$ cat src/rtl/shift_adder_acc.sv
// shift_adder_acc: pipelined add / subtract / accumulate unit.
//   Operands and mode pass through PIPE_REGS register stages. A registered
//   compute stage follows them and produces the result.
//   The carry or borrow goes into GUARD extra result bits. Overflow is sticky.
//   The ACC and ACC_SUB modes read the current result, so they accumulate.
// Ports:
//   clock      in   rising-edge clock
//   reset      in   asynchronous, active-high reset
//   valid_in   in   qualifies mode/lefthand/righthand this cycle
//   mode       in   2'b00 ADD, 2'b01 SUB, 2'b10 ACC, 2'b11 ACC_SUB
//   lefthand   in   operand L (unsigned, WIDTH bits)
//   righthand  in   operand R (unsigned, WIDTH bits)
//   clear      in   synchronous clear of result, overflow and in-flight ops
//   result     out  registered result / accumulator (WIDTH+GUARD bits)
//   valid_out  out  one-cycle pulse when result was updated
//   overflow   out  sticky flag: some result was not representable
// Configuration macro:
//   SHIFT_ADDER_ACC_SAT_EN  when defined, an out-of-range result saturates
//                           (0 or all ones); otherwise it wraps.
module shift_adder_acc #(
  parameter int unsigned WIDTH     = 8,
  parameter int unsigned GUARD     = 1,
  parameter int unsigned PIPE_REGS = 1
) (
  input  logic                     clock,
  input  logic                     reset,
  input  logic                     valid_in,
  input  logic [1:0]               mode,
  input  logic [WIDTH-1:0]         lefthand,
  input  logic [WIDTH-1:0]         righthand,
  input  logic                     clear,
  output logic [WIDTH+GUARD-1:0]   result,
  output logic                     valid_out,
  output logic                     overflow
);

  localparam int unsigned RES_WIDTH = WIDTH + GUARD;
  // Two bits of headroom hold every exact value, including negative ones.
  // The largest is (2^RES_WIDTH-1) + 2*(2^WIDTH-1); the smallest is -(2^WIDTH-1).
  localparam int unsigned EXT_WIDTH = RES_WIDTH + 2;

  localparam logic [1:0] MODE_ADD = 2'b00;
  localparam logic [1:0] MODE_SUB = 2'b01;
  localparam logic [1:0] MODE_ACC = 2'b10;

  // Operation as seen by the compute stage
  logic             cmp_vld;
  logic [1:0]       cmp_mode;
  logic [WIDTH-1:0] cmp_l;
  logic [WIDTH-1:0] cmp_r;

  generate
    if (PIPE_REGS == 0) begin : g_nopipe
      assign cmp_vld  = valid_in;
      assign cmp_mode = mode;
      assign cmp_l    = lefthand;
      assign cmp_r    = righthand;
    end else begin : g_pipe
      logic [PIPE_REGS-1:0] vld_q, vld_d;
      logic [1:0]           mode_q [PIPE_REGS];
      logic [1:0]           mode_d [PIPE_REGS];
      logic [WIDTH-1:0]     l_q    [PIPE_REGS];
      logic [WIDTH-1:0]     l_d    [PIPE_REGS];
      logic [WIDTH-1:0]     r_q    [PIPE_REGS];
      logic [WIDTH-1:0]     r_d    [PIPE_REGS];

      // Operand shift chain. Clear kills only the valid bits; data is don't-care.
      always_comb begin
        vld_d     = '0;
        vld_d[0]  = valid_in & ~clear;
        mode_d[0] = mode;
        l_d[0]    = lefthand;
        r_d[0]    = righthand;
        for (int i = 1; i < int'(PIPE_REGS); i++) begin
          vld_d[i]  = vld_q[i-1] & ~clear;
          mode_d[i] = mode_q[i-1];
          l_d[i]    = l_q[i-1];
          r_d[i]    = r_q[i-1];
        end
      end

      always_ff @(posedge clock or posedge reset) begin
        if (reset) begin
          vld_q <= '0;
          for (int i = 0; i < int'(PIPE_REGS); i++) begin
            mode_q[i] <= '0;
            l_q[i]    <= '0;
            r_q[i]    <= '0;
          end
        end else begin
          vld_q <= vld_d;
          for (int i = 0; i < int'(PIPE_REGS); i++) begin
            mode_q[i] <= mode_d[i];
            l_q[i]    <= l_d[i];
            r_q[i]    <= r_d[i];
          end
        end
      end

      assign cmp_vld  = vld_q[PIPE_REGS-1];
      assign cmp_mode = mode_q[PIPE_REGS-1];
      assign cmp_l    = l_q[PIPE_REGS-1];
      assign cmp_r    = r_q[PIPE_REGS-1];
    end
  endgenerate

  logic [RES_WIDTH-1:0] result_q, result_d;
  logic                 valid_out_q, valid_out_d;
  logic                 overflow_q, overflow_d;

  logic [EXT_WIDTH-1:0] l_ext, r_ext, old_ext, sum_ext;
  logic                 over_c;
  logic [RES_WIDTH-1:0] res_val_c;

  // Exact arithmetic in two's complement, wide enough that nothing is lost
  always_comb begin
    l_ext   = EXT_WIDTH'(cmp_l);
    r_ext   = EXT_WIDTH'(cmp_r);
    old_ext = EXT_WIDTH'(result_q);
    unique case (cmp_mode)
      MODE_ADD: sum_ext = l_ext + r_ext;
      MODE_SUB: sum_ext = l_ext - r_ext;
      MODE_ACC: sum_ext = old_ext + l_ext + r_ext;
      default:  sum_ext = old_ext + l_ext - r_ext;
    endcase
    // The value is out of range if it is negative or at least 2^RES_WIDTH.
    over_c = |sum_ext[EXT_WIDTH-1:RES_WIDTH];
`ifdef SHIFT_ADDER_ACC_SAT_EN
    if (sum_ext[EXT_WIDTH-1]) begin
      res_val_c = '0;
    end else if (over_c) begin
      res_val_c = '1;
    end else begin
      res_val_c = sum_ext[RES_WIDTH-1:0];
    end
`else
    res_val_c = sum_ext[RES_WIDTH-1:0];
`endif
  end

  // Compute stage update; clear dominates a valid op
  always_comb begin
    result_d    = result_q;
    overflow_d  = overflow_q;
    valid_out_d = 1'b0;
    if (clear) begin
      result_d   = '0;
      overflow_d = 1'b0;
    end else if (cmp_vld) begin
      result_d    = res_val_c;
      overflow_d  = overflow_q | over_c;
      valid_out_d = 1'b1;
    end
  end

  always_ff @(posedge clock or posedge reset) begin
    if (reset) begin
      result_q    <= '0;
      valid_out_q <= 1'b0;
      overflow_q  <= 1'b0;
    end else begin
      result_q    <= result_d;
      valid_out_q <= valid_out_d;
      overflow_q  <= overflow_d;
    end
  end

  assign result    = result_q;
  assign valid_out = valid_out_q;
  assign overflow  = overflow_q;

endmodule

$ cat config.mk
export PLATFORM = sky130hd
export DESIGN_NAME = shift_adder_acc
export DESIGN_NICKNAME = d
export VERILOG_FILES = /design/src/rtl/shift_adder_acc.sv
export SDC_FILE = /design/constraint.sdc
export NUM_CORES = 1
export LEC_CHECK = 0
export BUFFER_PORTS_ARGS = -buffer_cell sky130_fd_sc_hd__buf_4
export CORE_MARGIN = 2
export CORE_UTILIZATION = 49
export CTS_CLUSTER_SIZE = 14
export DETAILED_ROUTE_END_ITERATION = 12
export GPL_TIMING_DRIVEN = 0
export PLACE_DENSITY = 0.71
export SKIP_LAST_GASP = 1
export SYNTH_ARGS = -nofsm -noshare
export SYNTH_HDL_FRONTEND = slang
export SYNTH_SLANG_ARGS = --single-unit
$ cat constraint.sdc
create_clock -name clock -period 3.19 [get_ports clock]
set_input_delay 0.319 -clock clock [delete_from_list [all_inputs] [get_ports clock]]
set_output_delay 0.319 -clock clock [all_outputs]
set_load 0.01 [all_outputs]
==> reports/results.ini, run 1 <==
[final_layout]
num_antenna_cells = 0
final_layout_size_suffix_gt1_frac = 0.298
utilization = 0.672
final_cell_mix = 50 x buf_4, 32 x ha_1, 28 x dfrtp_1, 27 x inv_1, 20 x nor2_1
area_growth_pct = 31.3
final_nets = 445
final_common_cell = buf_4

[sta]
hold_viol = 0
final.setup.tns_ps = -729
layout_setup_ws_ps = -223
fmax_ghz = 0.293
clock_skew_ps = 9.33
holdWs_ps = 141
worstMarginPinSlew_ps = 1100
slew_viol_final = 0
fin_crit_sh = 1.07
final.min_clock_period_ps = 3410
setup_viol = 5
rsz0062_at_grt = true
slew_headroom = 0.265

[yosys]
ys_warn_count = 0
synthesis.nets = 387
synth_area_sq_um = 2850
avgSynthCellArea_sq_um = 8.91
async_reset_ff_frac = 1.00
ys_ff_latch = 30
synthCells = 320
synth_ff_type = dfrtp_1
synth_seq_area_share = 0.263
synth_area_leader_cell = dfrtp_1
synth_edf_count = 0
synthTopCellsByArea = dfrtp_1 26%, ha_1 18%, xnor2_1 5.8%, a21oi_1 4.0%, inv_1 3.6%
yosysUniqueCellTypes = 56
synth_top_cell_area_share = 0.263

[routing]
wl_mm = 8.05
drt_iter0_drc = 217
route.detailed.drc = 0
routed_via_density = 5.88
ant_nets = 0
post_drt_wl_per_cell_um = 17.8
vias = 2650
dr.pass1.iters = 5

[critical_path]
path_max_fanout = 3
cp.required_ps = 3350
r2r-end = result[8]$_DFFE_PP0P_
crit_path_start = cmp_l[0]$_DFF_PP0_
path_class = reg -> reg
rrSetupSlack_ps = -220
worstSetupStartpointType = flip-flop
crit_arrival_ps = 3570
endpoint_kind = flip-flop
r2r-start = cmp_l[0]$_DFF_PP0_
reg2reg_depth = 16

[power_and_ir_drop]
power_uw = 1680
power.density_nw_per_um2 = 449
leakagePower_uw = 0.00168
ir_drop_uv = 390

[flow_run]
cap_violations = 0

[grt]
grtUsageTotal = 0.257
grt_max_degree = 31
grt_pass1_vias = 2572
grt_pass1_wl_mm = 12.7
overflow = 0
antenna_found_initial = 0

[floorplan]
die_x_um = 80.3
boundaryPins = 33
initial_utilization = 0.511
std_cell_rows = 27
die_area_sq_um = 6440
coreArea_sq_um = 5570
fp.dieH_um = 80.3

[clock_tree]
cts_root_buffer = clkbuf_8
hold_buffers = 0
cts.sinks = 30
cts_buffers = 5
cts_max_level = 2
insertion_delay_ps = 280
cts.path.max_buffers = 2
clk_pin_slew_worst_paths_ps = 70
cts_tree = built

[placed_design]
port_buffers = 32
place_congestion = 0.884
place_ws_ps = -475
dp_hpwl_mm = 5.62

[run_status]
violations = setup timing
status = finished with violations

[hold_path]
min_to = cmp_mode[1]$_DFF_PP0_
whs_path_depth = 1
min_path_type = in -> reg
worstHoldStart = mode[1]

## how the worst max path moves through the flow
stage                             to  slack, ps
6_report       result[8]$_DFFE_PP0P_       -220
5_1_grt         overflow$_DFFE_PP0P_       -300
4_1_cts         overflow$_DFFE_PP0P_        -90
3_5_place_dp   result[8]$_DFFE_PP0P_       -470
3_3_place_gp   result[8]$_DFFE_PP0P_       -410
2_1_floorplan  result[8]$_DFFE_PP0P_        -50
## metrics by stage
step	std cells	instance area [sq um]
CTS	446	3540
floorplan	320	2860
global route	451	3740
detailed placement	424	3190
finish	451	3740
global placement	424	3190
## synth_stat cells, types with 2 or more instances
library cell and count:
a21oi_1 23, nand3_1 7, o41a_1 2, o211ai_1 6, o21bai_1 4, o21ai_0 12, or3_1 2, nor2_1 25
o21a_1 3, buf_2 4, nor2b_1 12, and3_1 4, mux2i_1 5, a211oi_1 6, o32ai_1 2, xnor2_1 19
a31oi_1 6, o21ai_1 2, dfrtp_1 30, nand2_1 17, a21o_1 3, ha_1 40, nor3_1 11, fa_1 5
nand2b_1 7, and2_1 2, clkbuf_1 6, inv_1 27
## sequential cells by signal (all words and copies together) (netlist names)
register and count:
result 9, cmp_vld 1, overflow 1, valid_out 1, cmp_l 8, cmp_r 8
cmp_mode 2
## cells by family after synthesis
family,Yosys count,share of synthesized area
AO/OA/AOI/OAI,86,0.218
XOR/XNOR,20,0.0615
adder cells (fa/ha/maj),45,0.211
buffers and inverters,38,0.0522
flip-flops,30,0.263
multiplexers,6,0.0255
AND/OR/NAND/NOR,95,0.169
## report_power, final
part	internal, uW	switching, uW
Clock	174	141
Sequential	404	29.5
Combinational	438	493
Total	1020	664
## critical path, cell delays in order (launching register included)
cell	delay, ps
dfrtp_1	430
ha_4	200
fa_2	410
a21oi_4	200
nor2b_2	70
nor2_2	120
xnor2_2	170
ha_4	250
buf_6	120
nor3b_2	230
a2111oi_4	80
o21bai_2	220
buf_4	140
a21oi_1	60
o221ai_1	190
nand2_1	140
a32o_1	270
## layout make-up
| type | count | area (sq um) |
|---|---|---|
| well taps | 72 | 90.1 |
| multi-input cells | 252 | 2260 |
| plain buffers | 11 | 60.1 |
| inverters | 27 | 101 |
| repair buffers | 51 | 390 |
| clock inverters | 1 | 5.00 |
| fillers | 423 | 1830 |
| clock buffers | 7 | 86.3 |
| flip-flops and latches | 30 | 753 |
## metal layers
metal | share of wire | up-vias | track usage
met3 | 0.063 | 12 | 0.0315
met1 | 0.45 | 1258 | 0.363
li1 | - | 1265 | -
met4 | 0.016 | 0 | 0.0864
met2 | 0.47 | 115 | 0.408
met5 | 0 | - | 0
## repair_timing
item / CTS / global route
pin swaps: 22 / 23
endpoints found under the setup margin: 5 / 5
setup buffers: 14 / 5
resized for setup: 30 / 30
Power figures use the tool's default switching activity.
==> inputs of run 2 (changes only) <==
- PLACE_DENSITY: 0.71 -> 0.69
- clock period: 3.19 -> 4 ns (I/O delays scaled with it)
==> reports/results.ini, run 2 (synthesized netlist as in run 1, its figures left out) <==
[routing]
wl_mm = 7.07  ; -12%
dr.pass1.iters = 5  ; unchanged
post_drt_wl_per_cell_um = 16.4  ; -8.1%
route.detailed.drc = 0  ; unchanged
ant_nets = 0  ; unchanged
drt_iter0_drc = 187  ; -14%
vias = 2521  ; -4.9%
routed_via_density = 5.85  ; -0.45%

[sta]
hold_viol = 0  ; unchanged
fin_crit_sh = 0.926  ; -0.144
final.min_clock_period_ps = 3710  ; +292 ps
setup_viol = 0  ; -5
fmax_ghz = 0.270  ; -7.9%
clock_skew_ps = 7.98  ; -1.35 ps
slew_headroom = 0.227  ; -0.0389
final.setup.tns_ps = 0  ; +729 ps
slew_viol_final = 0  ; unchanged
worstMarginPinSlew_ps = 1160  ; +58.3 ps
layout_setup_ws_ps = 295  ; +518 ps
rsz0062_at_grt = false

[grt]
overflow = 0  ; unchanged
grt_max_degree = 31  ; unchanged
antenna_found_initial = 0  ; unchanged
busiest_layer = met2
met2_usage = 0.360  ; -0.0483
grt_pass1_vias = 2402  ; -6.6%
met3_usage = 0.0270  ; -0.00449
grt_pass1_wl_mm = 11.5  ; -9.2%
grt.met1_usage = 0.342  ; -0.0207
grtUsageTotal = 0.233  ; -0.0240

[floorplan]
fp.dieH_um = 80.3  ; unchanged
std_cell_rows = 27  ; unchanged
boundaryPins = 33  ; unchanged
coreArea_sq_um = 5570  ; unchanged
die_area_sq_um = 6440  ; unchanged
die_x_um = 80.3  ; unchanged
initial_utilization = 0.511  ; unchanged

[clock_tree]
clk_pin_slew_worst_paths_ps = 70  ; about the same
cts_root_buffer = clkbuf_8
cts_buffers = 5  ; unchanged
cts.sinks = 30  ; unchanged
hold_buffers = 0  ; unchanged
cts_tree = built
cts_max_level = 2  ; unchanged
cts.path.max_buffers = 2  ; unchanged
insertion_delay_ps = 290  ; about the same

[power_and_ir_drop]
power_uw = 1120  ; -33%
seqPwrFrac = 0.307  ; +0.049
ir_drop_uv = 253  ; -35%
clkPwrFrac = 0.208  ; +0.021
power.density_nw_per_um2 = 344  ; -23%
internal-power_uw = 680  ; -33%
switchingPower_uw = 444  ; -33%
p_comb_frac = 0.485  ; -0.070
swShare = 0.395  ; about the same
leakagePower_uw = 0.00151  ; -10%

[critical_path]
path_class = reg -> reg
r2r-end = result[8]$_DFFE_PP0P_
path_max_fanout = 10  ; +7
rrSetupSlack_ps = 290  ; +520 ps
worstSetupStartpointType = flip-flop
cp.required_ps = 4170  ; +820 ps
crit_arrival_ps = 3870  ; +300 ps
endpoint_kind = flip-flop
r2r-start = cmp_l[1]$_DFF_PP0_
reg2reg_depth = 15  ; -1

[placed_design]
port_buffers = 32  ; unchanged
dp_hpwl_mm = 5.62  ; -0.15%
place_congestion = 0.896  ; +1.3%
place_ws_ps = 176  ; +650 ps

[final_layout]
final_common_cell = ha_1
final_cell_mix = 40 x ha_1, 32 x buf_4, 30 x dfrtp_1, 27 x inv_1, 25 x nor2_1
final_nets = 426  ; -4.3%
num_antenna_cells = 0  ; unchanged
num-fill-cells = 498  ; +18%
final_layout_size_suffix_gt1_frac = 0.142  ; -0.156
area_growth_pct = 14.7
utilization = 0.587  ; -0.0851
largest_reg_flops = 9  ; unchanged

[run_status]
status = complete, no violations

[hold_path]
min_to = cmp_mode[1]$_DFF_PP0_
worstHoldStart = mode[1]
whs_path_depth = 1  ; unchanged
min_path_type = in -> reg

[flow_run]
cap_violations = 0  ; unchanged

==> run 2: cell types whose count changed in the layout (fill, tap and decap cells not counted), sizes merged <==
| cell | previous run | this run |
|---|---|---|
| clkbuf | 14 | 12 |
| buf | 55 | 36 |
| clkinvlp | 0 | 2 |
| clkinv | 1 | 0 |
==> run 2: power by group through the flow <==
stage | clock [uW] | sequential [uW] | combinational (uW)
after floorplan | 0 | 347 | 401
after global placement | 0 | 349 | 525
after detailed placement | 0 | 349 | 531
after CTS | 241 | 344 | 537
after global routing | 258 | 347 | 606
final | 234 | 345 | 545
==> run 2: cell type report <==
class	count	area (sq um)	area share
multi-input cells	252	1960	0.598
plain buffers	11	47.5	0.0145
clock buffers	5	68.8	0.0210
inverters	27	101	0.0310
flip-flops and latches	30	751	0.230
well taps	72	90.1	0.0276
clock inverters	2	15.0	0.00459
repair buffers	32	240	0.0735
==> run 2: worst max path at each step <==
stage                             from                    end  depth (start not counted)
floorplan           cmp_l[1]$_DFF_PP0_  result[8]$_DFFE_PP0P_                         15
global placement    cmp_l[1]$_DFF_PP0_  result[8]$_DFFE_PP0P_                         15
detailed placement  cmp_l[1]$_DFF_PP0_  result[8]$_DFFE_PP0P_                         15
CTS                 cmp_l[1]$_DFF_PP0_  result[8]$_DFFE_PP0P_                         15
global route        cmp_l[1]$_DFF_PP0_  result[8]$_DFFE_PP0P_                         15
finish              cmp_l[1]$_DFF_PP0_  result[8]$_DFFE_PP0P_                         15
==> run 2: metal layers <==
metal  share of wire  vias to the layer above
met2            0.45                       88
met3           0.054                        7
met5               0                        -
li1                -                     1225
met4           0.012                        0
met1            0.48                     1201
==> run 2: what timing repair did <==
| action | in CTS | in global routing |
|---|---|---|
| resized for setup | 0 | 1 |
| setup buffers | 0 | 0 |
| endpoints found under the setup margin | 0 | 2 |
==> run 2: worst max-delay path, cell delays in order, from the launching register on <==
cell and delay [ps]:
dfrtp_1 500, ha_1 370, a211oi_2 230, nor2_1 110, o21a_1 180, nor2_1 110
xnor2_1 120, ha_1 290, buf_2 200, nor3_1 90, a2111oi_2 490, o21bai_1 150
a211oi_1 250, a311o_1 150, nand2_1 90, a32o_1 270
==> run 2: through the flow <==
step | hold slack [ps] | instances | area [sq um]
after detailed placement | 511 | 424 | 3180
after CTS | 211 | 431 | 3260
final | 216 | 431 | 3270
after global placement | 509 | 424 | 3180
after global routing | 210 | 431 | 3270
after floorplan | 431 | 320 | 2850
==> inputs of run 3 (changes only) <==
- CAP_MARGIN: unset -> 20
- REMOVE_ABC_BUFFERS: unset -> 1
==> reports/results.ini, run 3 (synthesized netlist as in run 1, its figures left out) <==
[run_status]
status = complete, no violations

[clock_tree]
clk_pin_slew_worst_paths_ps = 60  ; about the same
insertion_delay_ps = 280  ; about the same
post_cts_resized = 0  ; unchanged
cts_max_level = 2  ; unchanged
cts_buffers = 5  ; unchanged
hold_buffers = 0  ; unchanged
cts_tree = built
cts.sinks = 30  ; unchanged
cts.path.max_buffers = 2  ; unchanged
cts_root_buffer = clkbuf_8
post_cts_buffers = 0  ; unchanged

[floorplan]
coreArea_sq_um = 5570  ; unchanged
fp.dieH_um = 80.3  ; unchanged
die_x_um = 80.3  ; unchanged
die_area_sq_um = 6440  ; unchanged
std_cell_rows = 27  ; unchanged
initial_utilization = 0.511  ; unchanged
boundaryPins = 33  ; unchanged

[final_layout]
final_common_cell = ha_1
final_cell_mix = 40 x ha_1, 32 x buf_4, 29 x dfrtp_1, 27 x inv_1, 25 x nor2_1
fin_cells = 420  ; -2.6%
largest_reg_flops = 9  ; unchanged
area_growth_pct = 14.0
final_nets = 416  ; -2.3%
final_layout_size_suffix_gt1_frac = 0.135  ; -0.00700
num_antenna_cells = 0  ; unchanged

[routing]
route.detailed.drc = 0  ; unchanged
ant_nets = 0  ; unchanged
wl_mm = 6.59  ; -6.7%
dr.pass1.iters = 4  ; -1
post_drt_wl_per_cell_um = 15.7  ; -4.3%
routed_via_density = 5.78  ; -1.2%
drt_iter0_drc = 124  ; -34%
vias = 2427  ; -3.7%

[critical_path]
path_max_fanout = 12  ; +2
r2r-end = overflow$_DFFE_PP0P_
r2r-start = result[0]$_DFFE_PP0P_
worstSetupStartpointType = flip-flop
reg2reg_depth = 13  ; -2
endpoint_kind = flip-flop
crit_arrival_ps = 3850  ; -20 ps
rrSetupSlack_ps = 330  ; +40 ps
cp.required_ps = 4180  ; about the same
path_class = reg -> reg

[hold_path]
min_path_type = in -> async

[grt]
overflow = 0  ; unchanged
grt_max_degree = 31  ; unchanged
grt_pass1_vias = 2436  ; +1.4%
grt_pass1_wl_mm = 11.4  ; -0.60%
antenna_found_initial = 0  ; unchanged
grtUsageTotal = 0.231  ; -0.00267

[sta]
rsz0062_at_grt = false
final.setup.tns_ps = 0  ; unchanged
hold_viol = 0  ; unchanged
holdWs_ps = 110  ; -106 ps
setup_viol = 0  ; unchanged
worstMarginPinSlew_ps = 692  ; -467 ps
fin_crit_sh = 0.917  ; -0.00913
fmax_ghz = 0.273  ; +1.0%
slew_headroom = 0.539  ; +0.312
slew_viol_final = 0  ; unchanged
final.min_clock_period_ps = 3670  ; -36.5 ps
clock_skew_ps = 8.63  ; +0.651 ps

[placed_design]
place_congestion = 0.875  ; -2.3%
dp_hpwl_mm = 5.20  ; -7.4%
dp.cells = 413  ; -2.6%
port_buffers = 32  ; unchanged

[power_and_ir_drop]
leakagePower_uw = 0.00150  ; -0.58%
ir_drop_uv = 254  ; +0.30%
power.density_nw_per_um2 = 343  ; -0.22%

[flow_run]
cap_violations = 0  ; unchanged

[run 3: area by class of cell]
cell class              count  area (sq um)
multi-input cells         252          1960
clock buffers               6          82.6
repair buffers             33           268
well taps                  72          90.1
flip-flops and latches     30           752
inverters                  27           101
fillers                   496          2320
[run 3: worst max-delay path by stage]
stage          depth (start not counted)                    end             startpoint
6_report                              13   overflow$_DFFE_PP0P_  result[0]$_DFFE_PP0P_
5_1_grt                               14  result[8]$_DFFE_PP0P_     cmp_l[1]$_DFF_PP0_
4_1_cts                               14  result[8]$_DFFE_PP0P_     cmp_l[1]$_DFF_PP0_
3_5_place_dp                          14  result[8]$_DFFE_PP0P_     cmp_l[1]$_DFF_PP0_
3_3_place_gp                          14  result[8]$_DFFE_PP0P_     cmp_l[0]$_DFF_PP0_
2_1_floorplan                         14  result[8]$_DFFE_PP0P_  result[0]$_DFFE_PP0P_
[run 3: per-layer routing]
| metal | up-vias | track usage | routed length, um |
|---|---|---|---|
| li1 | 1205 | - | - |
| met1 | 1155 | 0.326 | 3280 |
| met3 | 13 | 0.0270 | 230 |
| met2 | 54 | 0.360 | 2950 |
| met5 | - | 0 | 0 |
| met4 | 0 | 0.0898 | 135 |
[run 3: power breakdown]
part	switching, uW	leakage, uW	internal (uW)
clock network	102	0.0000431	132
logic	290	0.00109	238
registers	29.6	0.000370	322
[run 3: through the flow]
| step | area, sq um | worst slack (ps) | util | power [uW] |
|---|---|---|---|---|
| global placement | 3130 | 195 | 0.562 | 863 |
| floorplan | 2800 | 601 | - | 742 |
| CTS | 3220 | 152 | 0.577 | 1110 |
| detailed placement | 3130 | 166 | 0.562 | 869 |
| global route | 3250 | 40.6 | 0.583 | 1200 |
| finish | 3250 | 331 | 0.583 | 1110 |
[run 3: worst max-delay path, cell delays in order (launching register included)]
cell and delay [ps]:
dfrtp_1 390, ha_1 250, fa_1 410, a21oi_1 200, nor2b_1 70, nor2_1 110, xnor2_1 120, ha_1 530
and3_1 210, a21oi_1 50, a31oi_1 420, a211oi_1 140, or3_1 380, a311oi_1 290
